### src/rtl/rm_unshape.sv
`default_nettype none
// +---------------------------------------------------------------------------+
// | rm_unshape : unpacks 128-bit result rows into densely packed 32-bit words |
// | Revision   : 1.0                                                          |
// +---------------------------------------------------------------------------+
module rm_unshape #(
  parameter logic [31:0] SADDR_R_MEM = 32'h0,
  parameter logic [31:0] R_MEM_INCR  = 32'd4
) (
  input  logic         clk,
  input  logic         rst,
  input  logic [15:0]  M,
  input  logic [15:0]  P,
  input  logic         unshape_start,
  output logic         unshape_finish,
  output logic [15:0]  BRAM_RM128_raddr,
  input  logic [127:0] BRAM_RM128_rddata,
  output logic         BRAM_RM32_clk,
  output logic         BRAM_RM32_rst,
  output logic         BRAM_RM32_en,
  output logic [3:0]   BRAM_RM32_we,
  output logic [31:0]  BRAM_RM32_addr,
  output logic [31:0]  BRAM_RM32_wrdata
);

  typedef enum logic [5:0] {
    S_IDLE = 6'b000001,
    S_COM  = 6'b000010,
    S_RD   = 6'b000100,
    S_LAT  = 6'b001000,
    S_WR   = 6'b010000,
    S_FIN  = 6'b100000
  } state_t;

  state_t       r_state;
  state_t       w_next;
  logic [15:0]  r_m;
  logic [15:0]  r_p;
  logic [15:0]  r_wpr;
  logic [15:0]  r_row_cnt;
  logic [15:0]  r_wcol_cnt;
  logic [1:0]   r_lane_cnt;
  logic [2:0]   r_nvalid;
  logic [127:0] r_buf;
  logic         r_finish;
  logic [15:0]  r_raddr;
  logic [31:0]  r_addr;

  logic [15:0]  w_wpr;
  logic [16:0]  w_rem;
  logic [2:0]   w_nvalid;
  logic         w_last_lane;
  logic         w_last_wcol;
  logic         w_last_row;

  // Only meaningful for P >= 1; P == 0 bypasses the datapath entirely.
  assign w_wpr       = ((P - 16'd1) >> 2) + 16'd1;
  assign w_rem       = {1'b0, r_p} - {1'b0, r_wcol_cnt[13:0], 2'b00};
  assign w_nvalid    = (w_rem >= 17'd4) ? 3'd4 : w_rem[2:0];
  assign w_last_lane = ({1'b0, r_lane_cnt} == (r_nvalid - 3'd1));
  assign w_last_wcol = (r_wcol_cnt == (r_wpr - 16'd1));
  assign w_last_row  = (r_row_cnt == (r_m - 16'd1));

  always_ff @(posedge clk) begin
    if (!rst) r_state <= S_IDLE;
    else      r_state <= w_next;
  end

  always_comb begin
    w_next       = r_state;
    BRAM_RM32_we = 4'h0;
    case (r_state)
      S_IDLE: if (unshape_start) w_next = S_COM;
      S_COM:  w_next = ((M == 16'd0) || (P == 16'd0)) ? S_FIN : S_RD;
      S_RD:   w_next = S_LAT;
      S_LAT:  w_next = S_WR;
      S_WR: begin
        BRAM_RM32_we = 4'hF;
        if (w_last_lane) w_next = (w_last_row && w_last_wcol) ? S_FIN : S_RD;
      end
      S_FIN:  w_next = S_IDLE;
      default: w_next = S_IDLE;
    endcase
  end

  always_ff @(posedge clk) begin
    if (!rst) begin
      r_m        <= 16'd0;
      r_p        <= 16'd0;
      r_wpr      <= 16'd0;
      r_row_cnt  <= 16'd0;
      r_wcol_cnt <= 16'd0;
      r_lane_cnt <= 2'd0;
      r_nvalid   <= 3'd0;
      r_buf      <= 128'd0;
      r_finish   <= 1'b0;
      r_raddr    <= 16'd0;
      r_addr     <= 32'd0;
    end else begin
      case (r_state)
        S_IDLE: if (unshape_start) r_finish <= 1'b0;
        S_COM: begin
          r_m        <= M;
          r_p        <= P;
          r_wpr      <= w_wpr;
          r_row_cnt  <= 16'd0;
          r_wcol_cnt <= 16'd0;
          r_lane_cnt <= 2'd0;
          r_raddr    <= 16'd0;
          r_addr     <= SADDR_R_MEM;
        end
        S_LAT: begin
          r_buf    <= BRAM_RM128_rddata;
          r_nvalid <= w_nvalid;
        end
        S_WR: begin
          r_addr <= r_addr + R_MEM_INCR;
          if (w_last_lane) begin
            r_lane_cnt <= 2'd0;
            r_raddr    <= r_raddr + 16'd1;
            if (w_last_wcol) begin
              r_wcol_cnt <= 16'd0;
              r_row_cnt  <= r_row_cnt + 16'd1;
            end else begin
              r_wcol_cnt <= r_wcol_cnt + 16'd1;
            end
          end else begin
            r_lane_cnt <= r_lane_cnt + 2'd1;
          end
        end
        S_FIN: r_finish <= 1'b1;
        default: ;
      endcase
    end
  end

  assign unshape_finish   = r_finish;
  assign BRAM_RM128_raddr = r_raddr;
  assign BRAM_RM32_clk    = clk;
  assign BRAM_RM32_rst    = ~rst;
  assign BRAM_RM32_en     = 1'b1;
  assign BRAM_RM32_addr   = r_addr;
  assign BRAM_RM32_wrdata = r_buf[{r_lane_cnt, 5'b00000} +: 32];

endmodule
`default_nettype wire

### config.mk
export PLATFORM = sky130hd
export DESIGN_NAME = rm_unshape
export DESIGN_NICKNAME = d
export VERILOG_FILES = /design/src/rtl/rm_unshape.sv
export SDC_FILE = /design/constraint.sdc
export NUM_CORES = 1
export LEC_CHECK = 0
export BUFFER_PORTS_ARGS = -buffer_cell sky130_fd_sc_hd__buf_2
export CORE_ASPECT_RATIO = 2
export CORE_MARGIN = 8
export CORE_UTILIZATION = 40
export DETAILED_ROUTE_END_ITERATION = 10
export PLACE_DENSITY = 0.67
export SLEW_MARGIN = 20
export SYNTH_ARGS = -nofsm -noshare
export SYNTH_HDL_FRONTEND = slang
export SYNTH_SLANG_ARGS = --single-unit
export TNS_END_PERCENT = 5
### constraint.sdc
create_clock -name clk -period 3.2 [get_ports clk]
set_clock_uncertainty 0.05 [all_clocks]
set_input_delay 0 -clock clk [delete_from_list [all_inputs] [get_ports clk]]
set_output_delay 0 -clock clk [all_outputs]
set_load 0.01 [all_outputs]
==> metrics.sh, run 1 <==
FLOORPLAN.IO_PINS=251
LAYOUT.NETS=2186
SYNTH.DISTINCT_CELLS=76
RUN_STATUS='complete, no violations'
SYNTH_EDF_COUNT=0
FIRST_ITER_VIOLATIONS=872
POST-ROUTE-CELL-AREA_MM2=0.0174
SYNTH_TOP_CELL_BY_AREA='sky130_fd_sc_hd__dfxtp_1'
SEQ_AREA_FRAC_SYNTH=0.405
SYNTHTOLAYOUTAREAGROWTH_PCT=32.5
DETAIL_ROUTE.VIAS_PER_CELL=5.31
YOSYS.AREA.TOP_TYPE_SHARE=0.405
CTS_TREE='yes'
MIN-DELAY-START='BRAM_RM128_rddata[47]'
GLOBALROUTETOTALUTIL=0.199
MIN_DELAY_WORST_ENDPOINT='r_buf[47]'
FILLCELLCOUNT=2993
NUMBER_OF_HOLD_VIOLATIONS_IN_THE_FINAL_REPORT=0
FP.DIEH_UM=272
FINALPOWER_mW=7.52
YOSYS-TOP-CELLS-COUNT='418 x sky130_fd_sc_hd__nand2_1, 265 x sky130_fd_sc_hd__dfxtp_1, 221 x sky130_fd_sc_hd__a21oi_1'
GRT.OVERFLOW.TOTAL=0
DIE_AREA_MM2=0.0392
SYNTHTOPCELLSBYAREA='sky130_fd_sc_hd__dfxtp_1 40%, sky130_fd_sc_hd__nand2_1 12%, sky130_fd_sc_hd__a21oi_1 8.4%, sky130_fd_sc_hd__mux4_2 5.5%, sky130_fd_sc_hd__xnor2_1 3.9%'
TIGHTESTPINTRANSITION_NS=0.926
REG2REG_SLACK_NS=0.21
FINALSETUPVIOLCOUNT=0
HOLD-PATH-CELL-COUNT=4
FIRST_GLOBAL_VIAS=12700
CLK_TRANSITION_REPORTED_PATHS_NS=0.07
NETLIST_AREA_MM2=0.0131
PERIOD_MINUS_SLACK_NS=2.99
COUNT_OF_CELLS_ALONG_THE_WORST_REGISTER_TO_REGISTER_PATH=11
ASYNC_FLOP_SHARE=0
CLOCK_INSERTION_DELAY_WORST_SKEW_NS=0.67
INITIAL_CORE_UTIL=0.402
PLACEDINSTANCEAREA_MM2=0.0147
ANT_NETS=0
MAXSLEWVIOLCOUNT=0
WORST-ENDPOINT-REQUIRED_NS=3.74
LAYOUT.AREA.SEQ_MM2=0.00531
SETUP.WORST_PATH.CLASS='reg2reg'
CORE-AREA_MM2=0.0326
ENDPOINT_KIND_OF_THE_WORST_SETUP_TIMING_PATH='flip-flop'
SYNTH.FF_LATCH_COUNT=265
PLACEMENTROWS=94
LAYOUT-DRIVE-GT1-SHARE=0.198
SYNTH_CELLS=1631
FIRST_PASS_GRT_WIRE_LENGTH_UM=64300
MULTI_INPUT_COMB_AREA_MM2=0.00727
TIMING.FMAX_GHz=0.334
GRT_ANTENNA_BEFORE_REPAIR=2
PORT_BUFFERS=247
DRT_DRC_VIOLATIONS_LEFT=0
TIMING.HOLD.WORST.CLASS='in2reg'
DETAILEDPLACEMENTHPWL_UM=25700
FLOORPLAN.DIE.WIDTH_UM=144
POSTSYNTH.TOPFLOPCELL='sky130_fd_sc_hd__dfxtp_1'
YS_WARN_COUNT=0
GPL.FINAL_WEIGHTED_CONGESTION=0.857
DATA_ARRIVAL_TIME_AT_THE_WORST_SLACK_ENDPOINT_NS=3.54
CRIT_FANOUT=29
LEADING_CELL_TYPE_BY_NUMBER_OF_INSTANCES_AFTER_SYNTHESIS='sky130_fd_sc_hd__nand2_1'
WORSTREG2REGSTART='r_wpr[0]'
MAXSLEWHEADROOM=0.383
TOTAL_LEAKAGE_POWER_nW=6.58
TIMING.FINAL.CRIT_SHARE=0.935
ROUTED_WIRELENGTH_UM=40500
GRT_MAX_DEGREE=129
ROUTED-VIA-COUNT=13000
DRV_CAP=0
WORSTREG2REGEND='r_row_cnt[9]'
POWERDENSITY_mW_PER_MM2=433
WIRELENGTH_PER_CELL_UM=16.5
WORST_SETUP_PATH_START_KIND='flip-flop'
DETAIL_ROUTE.FIRST_PASS.ITERATIONS=6
IRDROPWORSTVDD_mV=0.565
AVGSYNTHCELLAREA_UM2=8.04
==> what timing repair did <==
action | in CTS | in global routing
hold endpoints to repair | 194 | 0
setup endpoints to repair | 7 | 28
pin swaps | 0 | 5
gates resized for setup | 1 | 8
buffers inserted | 0 | 1
hold buffers | 162 | 0
cloned | 0 | 0
==> area by class of cell <==
| type | instances | share of cell area |
|---|---|---|
| Multi-Input combinational cell | 1229 | 0.419 |
| Sequential cell | 265 | 0.306 |
| Clock inverter | 14 | 0.0108 |
| Timing Repair Buffer | 440 | 0.181 |
| Inverter | 35 | 0.00785 |
| Antenna cell | 2 | 0.000288 |
| Tap cell | 432 | 0.0311 |
| Clock buffer | 36 | 0.0445 |
==> kinds of logic (layout without fill, tap and decap cells) <==
group / count (synthesis) / count (layout) / synth area share
mux: 46 / 46 / 0.0662
simple gates: 717 / 717 / 0.249
compound gates: 345 / 345 / 0.148
fa+ha+maj: 23 / 23 / 0.0225
flops: 265 / 265 / 0.405
buf+inv: 138 / 525 / 0.0455
xor+xnor: 95 / 95 / 0.0635
other cells: 2 / 5 / 0.000573
==> sequential cells by signal (all words and copies together), names as in the netlist <==
| register | flops |
|---|---|
| r_lane_cnt | 2 |
| r_row_cnt | 16 |
| r_wpr | 15 |
| r_wcol_cnt | 16 |
| r_buf | 128 |
| r_state | 6 |
| BRAM_RM32_addr | 30 |
| r_nvalid | 3 |
| r_m | 16 |
| BRAM_RM128_raddr | 16 |
| unshape_finish | 1 |
| r_p | 16 |
==> worst max path at each step <==
stage | from | end | slack, ns
floorplan | r_wpr[0] | r_row_cnt[10] | 0.24
global placement | r_wpr[0] | r_row_cnt[9] | 0.04
detailed placement | r_wpr[0] | r_row_cnt[5] | -0.01
CTS | r_wpr[0] | r_row_cnt[5] | 0.01
global route | r_wpr[0] | r_row_cnt[7] | -0.006
finish | r_wpr[0] | r_row_cnt[9] | 0.21
==> worst max-delay path, cell delays in order, from the launching register on <==
cell and delay [ns]:
sky130_fd_sc_hd__dfxtp_1 0.31, sky130_fd_sc_hd__inv_1 0.07, sky130_fd_sc_hd__ha_1 0.20, sky130_fd_sc_hd__nor3b_4 0.28, sky130_fd_sc_hd__nand4_1 0.25, sky130_fd_sc_hd__mux2i_1 0.24, sky130_fd_sc_hd__mux2i_1 0.09, sky130_fd_sc_hd__nor2b_1 0.17
sky130_fd_sc_hd__o41a_1 0.46, sky130_fd_sc_hd__buf_12 0.18, sky130_fd_sc_hd__or4_1 0.46, sky130_fd_sc_hd__a21oi_1 0.15
==> power breakdown <==
part / internal [mW] / switching (mW) / total (mW)
clock: 2.03 / 1.42 / 3.45
sequential: 3.32 / 0.0242 / 3.34
combinational: 0.376 / 0.359 / 0.735
==> stage by stage <==
step	setup slack (ns)	utilization	hold slack, ns	TNS (ns)	std cells
2_1_floorplan	0.244	-	0.0418	0	1632
3_3_place_gp	0.0388	0.452	0.0506	0	2239
3_5_place_dp	-0.0112	0.452	0.0506	-0.0112	2239
4_1_cts	0.0102	0.531	0.0195	0	2450
5_1_grt	-0.00567	0.533	0.0526	-0.00903	2453
6_report	0.208	0.533	0.0655	0	2453
==> routing by layer <==
layer,GRT usage,vias up,part of all wire
met4,0.0810,0,0.031
li1,-,6376,-
met2,0.331,417,0.48
met5,0,-,0
met1,0.247,6135,0.42
met3,0.0379,89,0.064
==> cells in the final DEF, fill, tap and decap left out, drive strengths merged, types with 9 or more instances in the layout <==
master,count
a21oi,223
and3,22
buf,279
clkbuf,35
dfxtp,265
dlygate4sd3,162
ha,22
inv,36
mux4,32
nand2,418
nand2b,9
nand3,45
nand4,25
nor2,76
nor2b,9
nor3,28
nor4,15
o21ai,51
or3,26
or4,10
xnor2,58
xor2,37
Note: power is estimated with default switching activity, not from simulation.
==> run 2, diff against run 1 <==
--- a/config.mk
+++ b/config.mk
@@ -6,11 +6,13 @@
 export NUM_CORES = 1
 export LEC_CHECK = 0
 export BUFFER_PORTS_ARGS = -buffer_cell sky130_fd_sc_hd__buf_2
+export CELL_PAD_IN_SITES_DETAIL_PLACEMENT = 0
+export CELL_PAD_IN_SITES_GLOBAL_PLACEMENT = 1
 export CORE_ASPECT_RATIO = 2
 export CORE_MARGIN = 8
-export CORE_UTILIZATION = 40
+export CORE_UTILIZATION = 37
 export DETAILED_ROUTE_END_ITERATION = 10
-export PLACE_DENSITY = 0.67
+export PLACE_DENSITY = 0.8
 export SLEW_MARGIN = 20
 export SYNTH_ARGS = -nofsm -noshare
 export SYNTH_HDL_FRONTEND = slang
==> metrics.sh, run 2 (synthesis results as in run 1) <==
POWERDENSITY_mW_PER_MM2=436  # was 433 mW/mm²
PLACEDINSTANCEAREA_MM2=0.0148  # was 0.0147 mm²
FLOORPLAN.IO_PINS=251  # unchanged
DETAILEDPLACEMENTHPWL_UM=30600  # was 25700 µm
POST-ROUTE-CELL-AREA_MM2=0.0179  # was 0.0174 mm²
FINALPOWER_mW=7.81  # was 7.52 mW
FIN_WS_NS=0.141  # was 0.208 ns
GLOBALROUTETOTALUTIL=0.200  # was 0.199
POWER.SHARE.SEQUENTIAL=0.428  # was 0.444
RUN_STATUS='complete, no violations'  # unchanged
FIRST_ITER_VIOLATIONS=485  # was 872
WORST-ENDPOINT-REQUIRED_NS=3.73  # was 3.74 ns
MET2_WIRELENGTH_UM=23800  # was 19500 µm
FIRST_GLOBAL_VIAS=13100  # was 12700
REGISTERS.TOP_BY_FF_COUNT='r_buf'  # unchanged
IRDROPWORSTVDD_mV=0.463  # was 0.565 mV
CRITICAL_PATH.ENDPOINT='r_row_cnt[2]'  # was r_row_cnt[9]
WORSTREG2REGEND='r_row_cnt[2]'  # was r_row_cnt[9]
PLACE_WS_NS=-0.216  # was -0.0112 ns
GRT_MAX_DEGREE=133  # was 129
NUMBER_OF_HOLD_VIOLATIONS_IN_THE_FINAL_REPORT=0  # unchanged
PWR-SHARE-CLK=0.474  # was 0.458
POSTLAYOUTCOREUTIL=0.512  # was 0.533
DRT_DRC_VIOLATIONS_LEFT=0  # unchanged
MAXSLEWVIOLCOUNT=0  # unchanged
DATA_ARRIVAL_TIME_AT_THE_WORST_SLACK_ENDPOINT_NS=3.59  # was 3.54 ns
INITIAL_CORE_UTIL=0.375  # was 0.402
FLOORPLAN.DIE.WIDTH_UM=149  # was 144 µm
GRT_ANTENNA_BEFORE_REPAIR=0  # was 2
CLOCK_INSERTION_DELAY_WORST_SKEW_NS=0.65  # was 0.67 ns
LAYOUT-DRIVE-GT1-SHARE=0.203  # was 0.198
WORSTREG2REGSTART='r_wpr[6]'  # was r_wpr[0]
DETAIL_ROUTE.VIAS_PER_CELL=5.21  # was 5.31
SETUP.WORST_PATH.CLASS='reg2reg'  # unchanged
CRIT_FANOUT=10  # was 29
SWSHARE=0.226  # was 0.239
ANT_NETS=0  # unchanged
FINAL_CELL_MIX='418 x sky130_fd_sc_hd__nand2_1, 263 x sky130_fd_sc_hd__dfxtp_1, 248 x sky130_fd_sc_hd__buf_2'  # was 418 x sky130_fd_sc_hd__nand2_1, 262 x sky130_fd_sc_hd__dfxtp_1, 247 x sky130_fd_sc_hd__buf_2
SETUP_REPAIR_AFTER_GLOBAL_ROUTING_MISSED_ITS_MARGIN='true'
SYNTHTOLAYOUTAREAGROWTH_PCT=36.6  # was 32.5%
FP.DIEH_UM=282  # was 272 µm
P_SW_mW=1.77  # was 1.80 mW
TIMING.HOLD.WORST.CLASS='in2reg'  # unchanged
MET1_LENGTH_UM=15500  # was 17200 µm
CELLINTERNALPOWER_mW=6.04  # was 5.73 mW
DETAIL_ROUTE.FIRST_PASS.ITERATIONS=4  # was 6
CLK_TRANSITION_REPORTED_PATHS_NS=0.07  # about the same
MAXSLEWHEADROOM=0.525  # was 0.383
MET3_WIRELENGTH_UM=2030  # was 2580 µm
FINALSETUPVIOLCOUNT=0  # unchanged
ENDPOINT_KIND_OF_THE_WORST_SETUP_TIMING_PATH='flip-flop'  # unchanged
PLACEMENTROWS=97  # was 94
MOSTFREQUENTLAYOUTCELL='sky130_fd_sc_hd__nand2_1'  # unchanged
ROUTED-VIA-COUNT=13100  # was 13000
COUNT_OF_CELLS_ALONG_THE_WORST_REGISTER_TO_REGISTER_PATH=10  # was 11
PERIOD_MINUS_SLACK_NS=3.06  # was 2.99 ns
POWER.COMBINATIONAL.FRACTION=0.098  # about the same
CORE-AREA_MM2=0.0350  # was 0.0326 mm²
GRT.OVERFLOW.TOTAL=0  # unchanged
LAYOUT.NETS=2236  # was 2186
TIMING.FINAL.CRIT_SHARE=0.956  # was 0.935
TIGHTESTPINTRANSITION_NS=0.707  # was 0.926 ns
LARGEST_REGISTER_FFS=128  # unchanged
TOTAL_LEAKAGE_POWER_nW=6.93  # was 6.58 nW
WORSTSETUPSTARTPOINT='r_wpr[6]'  # was r_wpr[0]
WIRELENGTH_PER_CELL_UM=17.2  # was 16.5 µm
REG2REG_SLACK_NS=0.14  # was 0.21 ns
GPL.FINAL_WEIGHTED_CONGESTION=0.853  # was 0.857
PORT_BUFFERS=247  # unchanged
FIRST_PASS_GRT_WIRE_LENGTH_UM=68100  # was 64300 µm
DIE_AREA_MM2=0.0421  # was 0.0392 mm²
TOP_METAL_USED='met4'  # unchanged
WORST_SETUP_PATH_START_KIND='flip-flop'  # unchanged
DRV_CAP=0  # unchanged
FIN_HOLD_WS_NS=0.0884  # was 0.0655 ns
TIMING.FMAX_GHz=0.327  # was 0.334 GHz
CTS_TREE='yes'  # unchanged
ROUTED_WIRELENGTH_UM=43300  # was 40500 µm
-- run 2: cell types whose count changed in the layout (fill, tap and decap cells not counted), sizes merged --
cell / change
bufinv: +1
dlygate4sd3: +30
diode: -1
clkinv: -5
buf: +18
clkbuf: +8
inv: -1
-- run 2: metrics by stage --
step	instances	TNS, ns
2_1_floorplan	1632	0
3_3_place_gp	2268	-3.42
3_5_place_dp	2268	-2.36
4_1_cts	2512	0
5_1_grt	2515	-0.0987
6_report	2516	0
-- run 2: power by group through the flow --
stage / clock network (mW) / registers [mW] / logic (mW)
after global placement: 0.0189 / 3.41 / 0.575
after CTS: 3.80 / 3.34 / 0.757
after global routing: 3.93 / 3.34 / 0.836
final: 3.70 / 3.34 / 0.768
after floorplan: 0.0257 / 3.41 / 0.348
after detailed placement: 0.0189 / 3.42 / 0.582
-- run 2: worst max-delay path: stages (launching register included) --
cell	delay (ns)
sky130_fd_sc_hd__dfxtp_1	0.41
sky130_fd_sc_hd__xor2_1	0.33
sky130_fd_sc_hd__o22ai_1	0.18
sky130_fd_sc_hd__a2111oi_4	0.41
sky130_fd_sc_hd__buf_4	0.16
sky130_fd_sc_hd__nand4_1	0.14
sky130_fd_sc_hd__o41a_1	0.49
sky130_fd_sc_hd__buf_4	0.15
sky130_fd_sc_hd__buf_2	0.17
sky130_fd_sc_hd__or3_1	0.36
sky130_fd_sc_hd__a21oi_1	0.14
-- run 2: worst min-delay path by stage --
stage	end	slack, ns	start	cells after the start
after floorplan	BRAM_RM32_clk	0.04	clk	1
after global placement	BRAM_RM32_clk	0.05	clk	1
after detailed placement	BRAM_RM32_clk	0.05	clk	1
after CTS	r_buf[6]	0.06	BRAM_RM128_rddata[6]	4
after global routing	r_buf[49]	0.08	BRAM_RM128_rddata[49]	4
final	r_buf[56]	0.09	BRAM_RM128_rddata[56]	4
-- run 2: layout make-up --
cell class	count	area [µm²]
multi-input combinational	1229	7280
antenna	1	2.50
clock buffer	44	895
clock inverter	9	176
timing repair buffer	488	3550
inverter	35	136
fill	3294	17000
sequential	265	5310
tap	445	557
-- run 2: repair_timing --
action / 4_1_cts / 5_1_grt
gates cloned: 0 / 1
gates resized for setup: 2 / 8
setup buffers: 0 / 2
setup endpoints to repair: 31 / 9
hold buffers: 192 / 0
pin swaps: 0 / 4
hold endpoints to repair: 214 / 0
-- run 2: per-layer routing --
| layer | track usage | up-vias |
|---|---|---|
| met5 | 0 | - |
| met4 | 0.114 | 0 |
| met3 | 0.0314 | 101 |
| met2 | 0.385 | 358 |
| met1 | 0.197 | 6200 |
| li1 | - | 6458 |
==> run 3, diff against run 2 <==
--- a/config.mk
+++ b/config.mk
@@ -5,14 +5,16 @@
 export SDC_FILE = /design/constraint.sdc
 export NUM_CORES = 1
 export LEC_CHECK = 0
-export BUFFER_PORTS_ARGS = -buffer_cell sky130_fd_sc_hd__buf_2
 export CELL_PAD_IN_SITES_DETAIL_PLACEMENT = 0
 export CELL_PAD_IN_SITES_GLOBAL_PLACEMENT = 1
 export CORE_ASPECT_RATIO = 2
 export CORE_MARGIN = 8
-export CORE_UTILIZATION = 37
+export CORE_UTILIZATION = 40
 export DETAILED_ROUTE_END_ITERATION = 10
-export PLACE_DENSITY = 0.8
+export DONT_BUFFER_PORTS = 1
+export HOLD_SLACK_MARGIN = 0.06
+export PLACE_DENSITY = 0.76
+export RECOVER_POWER = 100
 export SLEW_MARGIN = 20
 export SYNTH_ARGS = -nofsm -noshare
 export SYNTH_HDL_FRONTEND = slang
==> metrics.sh, run 3 (synthesis results as in run 1) <==
RUN_STATUS='finished, violations left'  # was complete, no violations
FAILING_CHECKS='hold timing, capacitance limit'
ANT_NETS=0  # unchanged
LAYOUT-DRIVE-GT1-SHARE=0.0905  # was 0.203
CLOCK_SINKS=265
MOSTFREQUENTLAYOUTCELL='sky130_fd_sc_hd__nand2_1'  # unchanged
FINAL_CELL_MIX='418 x sky130_fd_sc_hd__nand2_1, 261 x sky130_fd_sc_hd__dfxtp_1, 221 x sky130_fd_sc_hd__a21oi_1'  # was 418 x sky130_fd_sc_hd__nand2_1, 263 x sky130_fd_sc_hd__dfxtp_1, 248 x sky130_fd_sc_hd__buf_2
DRT_DRC_VIOLATIONS_LEFT=0  # unchanged
POWER.SHARE.SEQUENTIAL=0.472  # was 0.428
TOTAL_LEAKAGE_POWER_nW=5.51  # was 6.93 nW
SWSHARE=0.239  # was 0.226
PLACEMENTROWS=94  # was 97
GRT_USE_MET1=0.229  # was 0.197
CTS-ROOT-TO-SINK-BUFFERS=3
DATA_ARRIVAL_TIME_AT_THE_WORST_SLACK_ENDPOINT_NS=3.45  # was 3.59 ns
SYNTHTOLAYOUTAREAGROWTH_PCT=23.7  # was 36.6%
CELLINTERNALPOWER_mW=5.39  # was 6.04 mW
SETUP.WORST_PATH.CLASS='reg2reg'  # unchanged
POSTLAYOUTCOREUTIL=0.498  # was 0.512
FLOORPLAN.DIE.WIDTH_UM=144  # was 149 µm
LAYOUT.NETS=1958  # was 2236
PLACE_WS_NS=-0.122  # was -0.216 ns
DIE_AREA_MM2=0.0392  # was 0.0421 mm²
GLOBALROUTETOTALUTIL=0.192  # was 0.200
INITIAL_CORE_UTIL=0.402  # was 0.375
CP_CELL_SEQUENCE='inv_2 -> ha_2 -> buf_4 -> nor3b_4 -> nand4_1 -> xnor2_1 -> mux2i_1 -> nor2b_4 -> o41a_1 -> buf_4 -> clkbuf_16 -> o31ai_2 -> a21oi_1'  # was xor2_1 -> o22ai_1 -> a2111oi_4 -> buf_4 -> nand4_1 -> o41a_1 -> buf_4 -> buf_2 -> or3_1 -> a21oi_1
CTS_ROOT_BUFFER='sky130_fd_sc_hd__clkbuf_16'
CRIT_FANOUT=9  # was 10
CLK_TRANSITION_REPORTED_PATHS_NS=0.06  # was 0.07 ns
GRT.OVERFLOW.TOTAL=0  # unchanged
TIMING.HOLD.WORST.CLASS='clk2out'  # was in2reg
LARGEST_REGISTER_FFS=128  # unchanged
REGISTERS.TOP_BY_FF_COUNT='r_buf'  # unchanged
ROUTED-VIA-COUNT=12100  # was 13100
GRT_MAX_DEGREE=92  # was 133
IRDROPWORSTVDD_mV=0.478  # was 0.463 mV
GRTUSAGEMET2=0.334  # was 0.385
CRITICAL_PATH_S_LARGEST_STAGE_DELAY_NS=0.59  # was 0.49 ns
ENDPOINT_KIND_OF_THE_WORST_SETUP_TIMING_PATH='flip-flop'  # unchanged
LAYOUT.AREA.SEQ_MM2=0.00531  # about the same
DP.CELLS=1997  # was 2268
MAXSLEWVIOLCOUNT=0  # unchanged
FINALSETUPVIOLCOUNT=0  # unchanged
FINAL-INSTANCE-COUNT-EXCL-FILL=2225  # was 2516
FIN_HOLD_WS_NS=-0.0498  # was 0.0884 ns
GRT_MOST_USED_LAYER='met2'  # unchanged
FIN_WS_NS=0.108  # was 0.141 ns
TIMING.FMAX_GHz=0.323  # was 0.327 GHz
MIN-DELAY-START='clk'  # was BRAM_RM128_rddata[56]
GRT_ANTENNA_BEFORE_REPAIR=1  # was 0
PERIOD_MINUS_SLACK_NS=3.09  # was 3.06 ns
WORSTREG2REGSTART='r_wpr[1]'  # was r_wpr[6]
CRIT_TOP_CELL='sky130_fd_sc_hd__buf_4'  # unchanged
DETAIL_ROUTE.FIRST_PASS.ITERATIONS=5  # was 4
PWR-SHARE-CLK=0.436  # was 0.474
FILLCELLCOUNT=3086  # was 3294
POWERDENSITY_mW_PER_MM2=437  # was 436 mW/mm²
DETAIL_ROUTE.VIAS_PER_CELL=5.45  # was 5.21
TIGHTESTPINTRANSITION_NS=1.43  # was 0.707 ns
PORT_BUFFERS=0  # was 247
ROUTED_WIRELENGTH_UM=39300  # was 43300 µm
FLOORPLAN.IO_PINS=251  # unchanged
CTS_INSERTED_BUFFERS=26
FIRST_PASS_GRT_WIRE_LENGTH_UM=61800  # was 68100 µm
WORST-ENDPOINT-REQUIRED_NS=3.56  # was 3.73 ns
DRV_CAP=1  # was 0
WORSTSETUPSTARTPOINT='r_wpr[1]'  # was r_wpr[6]
HTREEDEPTH=1
POWER.COMBINATIONAL.FRACTION=0.091  # was 0.098
P_SW_mW=1.69  # was 1.77 mW
MULTI_INPUT_COMB_AREA_MM2=0.00729  # was 0.00728 mm²
DETAILEDPLACEMENTHPWL_UM=26400  # was 30600 µm
WIRELENGTH_PER_CELL_UM=17.7  # was 17.2 µm
CORE-AREA_MM2=0.0326  # was 0.0350 mm²
FIRST_GLOBAL_VIAS=11900  # was 13100
WORST_SETUP_PATH_START_KIND='flip-flop'  # unchanged
TIMING.FINAL.CRIT_SHARE=0.966  # was 0.956
SLOWEST_STAGE='sky130_fd_sc_hd__o41a_1'  # unchanged
CTS_TREE='yes'  # unchanged
GPL.FINAL_WEIGHTED_CONGESTION=0.843  # was 0.853
MAXSLEWHEADROOM=0.0438  # was 0.525
FP.DIEH_UM=272  # was 282 µm
CLOCK_INSERTION_DELAY_WORST_SKEW_NS=0.55  # was 0.65 ns
FIRST_ITER_VIOLATIONS=771  # was 485
NUMBER_OF_HOLD_VIOLATIONS_IN_THE_FINAL_REPORT=1  # was 0
GLOBALROUTEMET3UTIL=0.0424  # was 0.0314
[run 3: worst paths after layout]
check                                      to  slack [ns]  cells after the start
worst max-delay path             r_row_cnt[9]        0.11                     13
worst min-delay path            BRAM_RM32_clk       -0.05                      0
worst max register to register   r_row_cnt[9]        0.11                     13
worst min register to register     r_buf[124]        0.40                      2
[run 3: power groups by stage]
stage	registers, mW	clock network (mW)	logic, mW
finish	3.34	3.09	0.647
global placement	3.41	0	0.414
global route	3.34	3.29	0.706
detailed placement	3.42	0	0.424
CTS	3.34	3.17	0.627
floorplan	3.41	0.0257	0.348
[run 3: stage by stage]
stage	total power, mW	TNS [ns]	area (µm²)
after floorplan	3.78	0	13100
after global placement	3.83	-1.68	13500
after detailed placement	3.84	-1.16	13500
after CTS	7.13	0	16100
after global routing	7.34	-0.154	16200
final	7.08	0	16200
[run 3: cell type report]
| class | instances | area share |
|---|---|---|
| timing repair buffer | 214 | 0.129 |
| sequential | 265 | 0.327 |
| inverter | 35 | 0.00833 |
| antenna | 3 | 0.000463 |
| multi-input combinational | 1230 | 0.450 |
| clock inverter | 10 | 0.00718 |
| tap | 432 | 0.0333 |
| clock buffer | 36 | 0.0449 |
[run 3: worst max-delay path, delay by kind of cell, from the launching register on]
kind / cells / cell delay [ns]
compound gates: 3 / 0.89
simple gates: 3 / 0.62
buf+inv: 4 / 0.54
flops: 1 / 0.32
xor+xnor: 1 / 0.25
fa+ha+maj: 1 / 0.19
mux: 1 / 0.10
[run 3: per-layer routing]
metal	part of all wire	up-vias	wire, µm
met1	0.40	5745	15800
met3	0.072	76	2830
met2	0.50	384	19800
li1	-	5929	-
met4	0.024	0	948
met5	0	-	0
[run 3: what timing repair did]
action | in CTS | in global routing
hold buffers | 169 | 0
pin swaps | 1 | 6
hold endpoints to repair | 257 | 0
buffers inserted | 1 | 6
cloned | 1 | 2
resized for setup | 2 | 20
endpoints found under the setup margin | 18 | 30
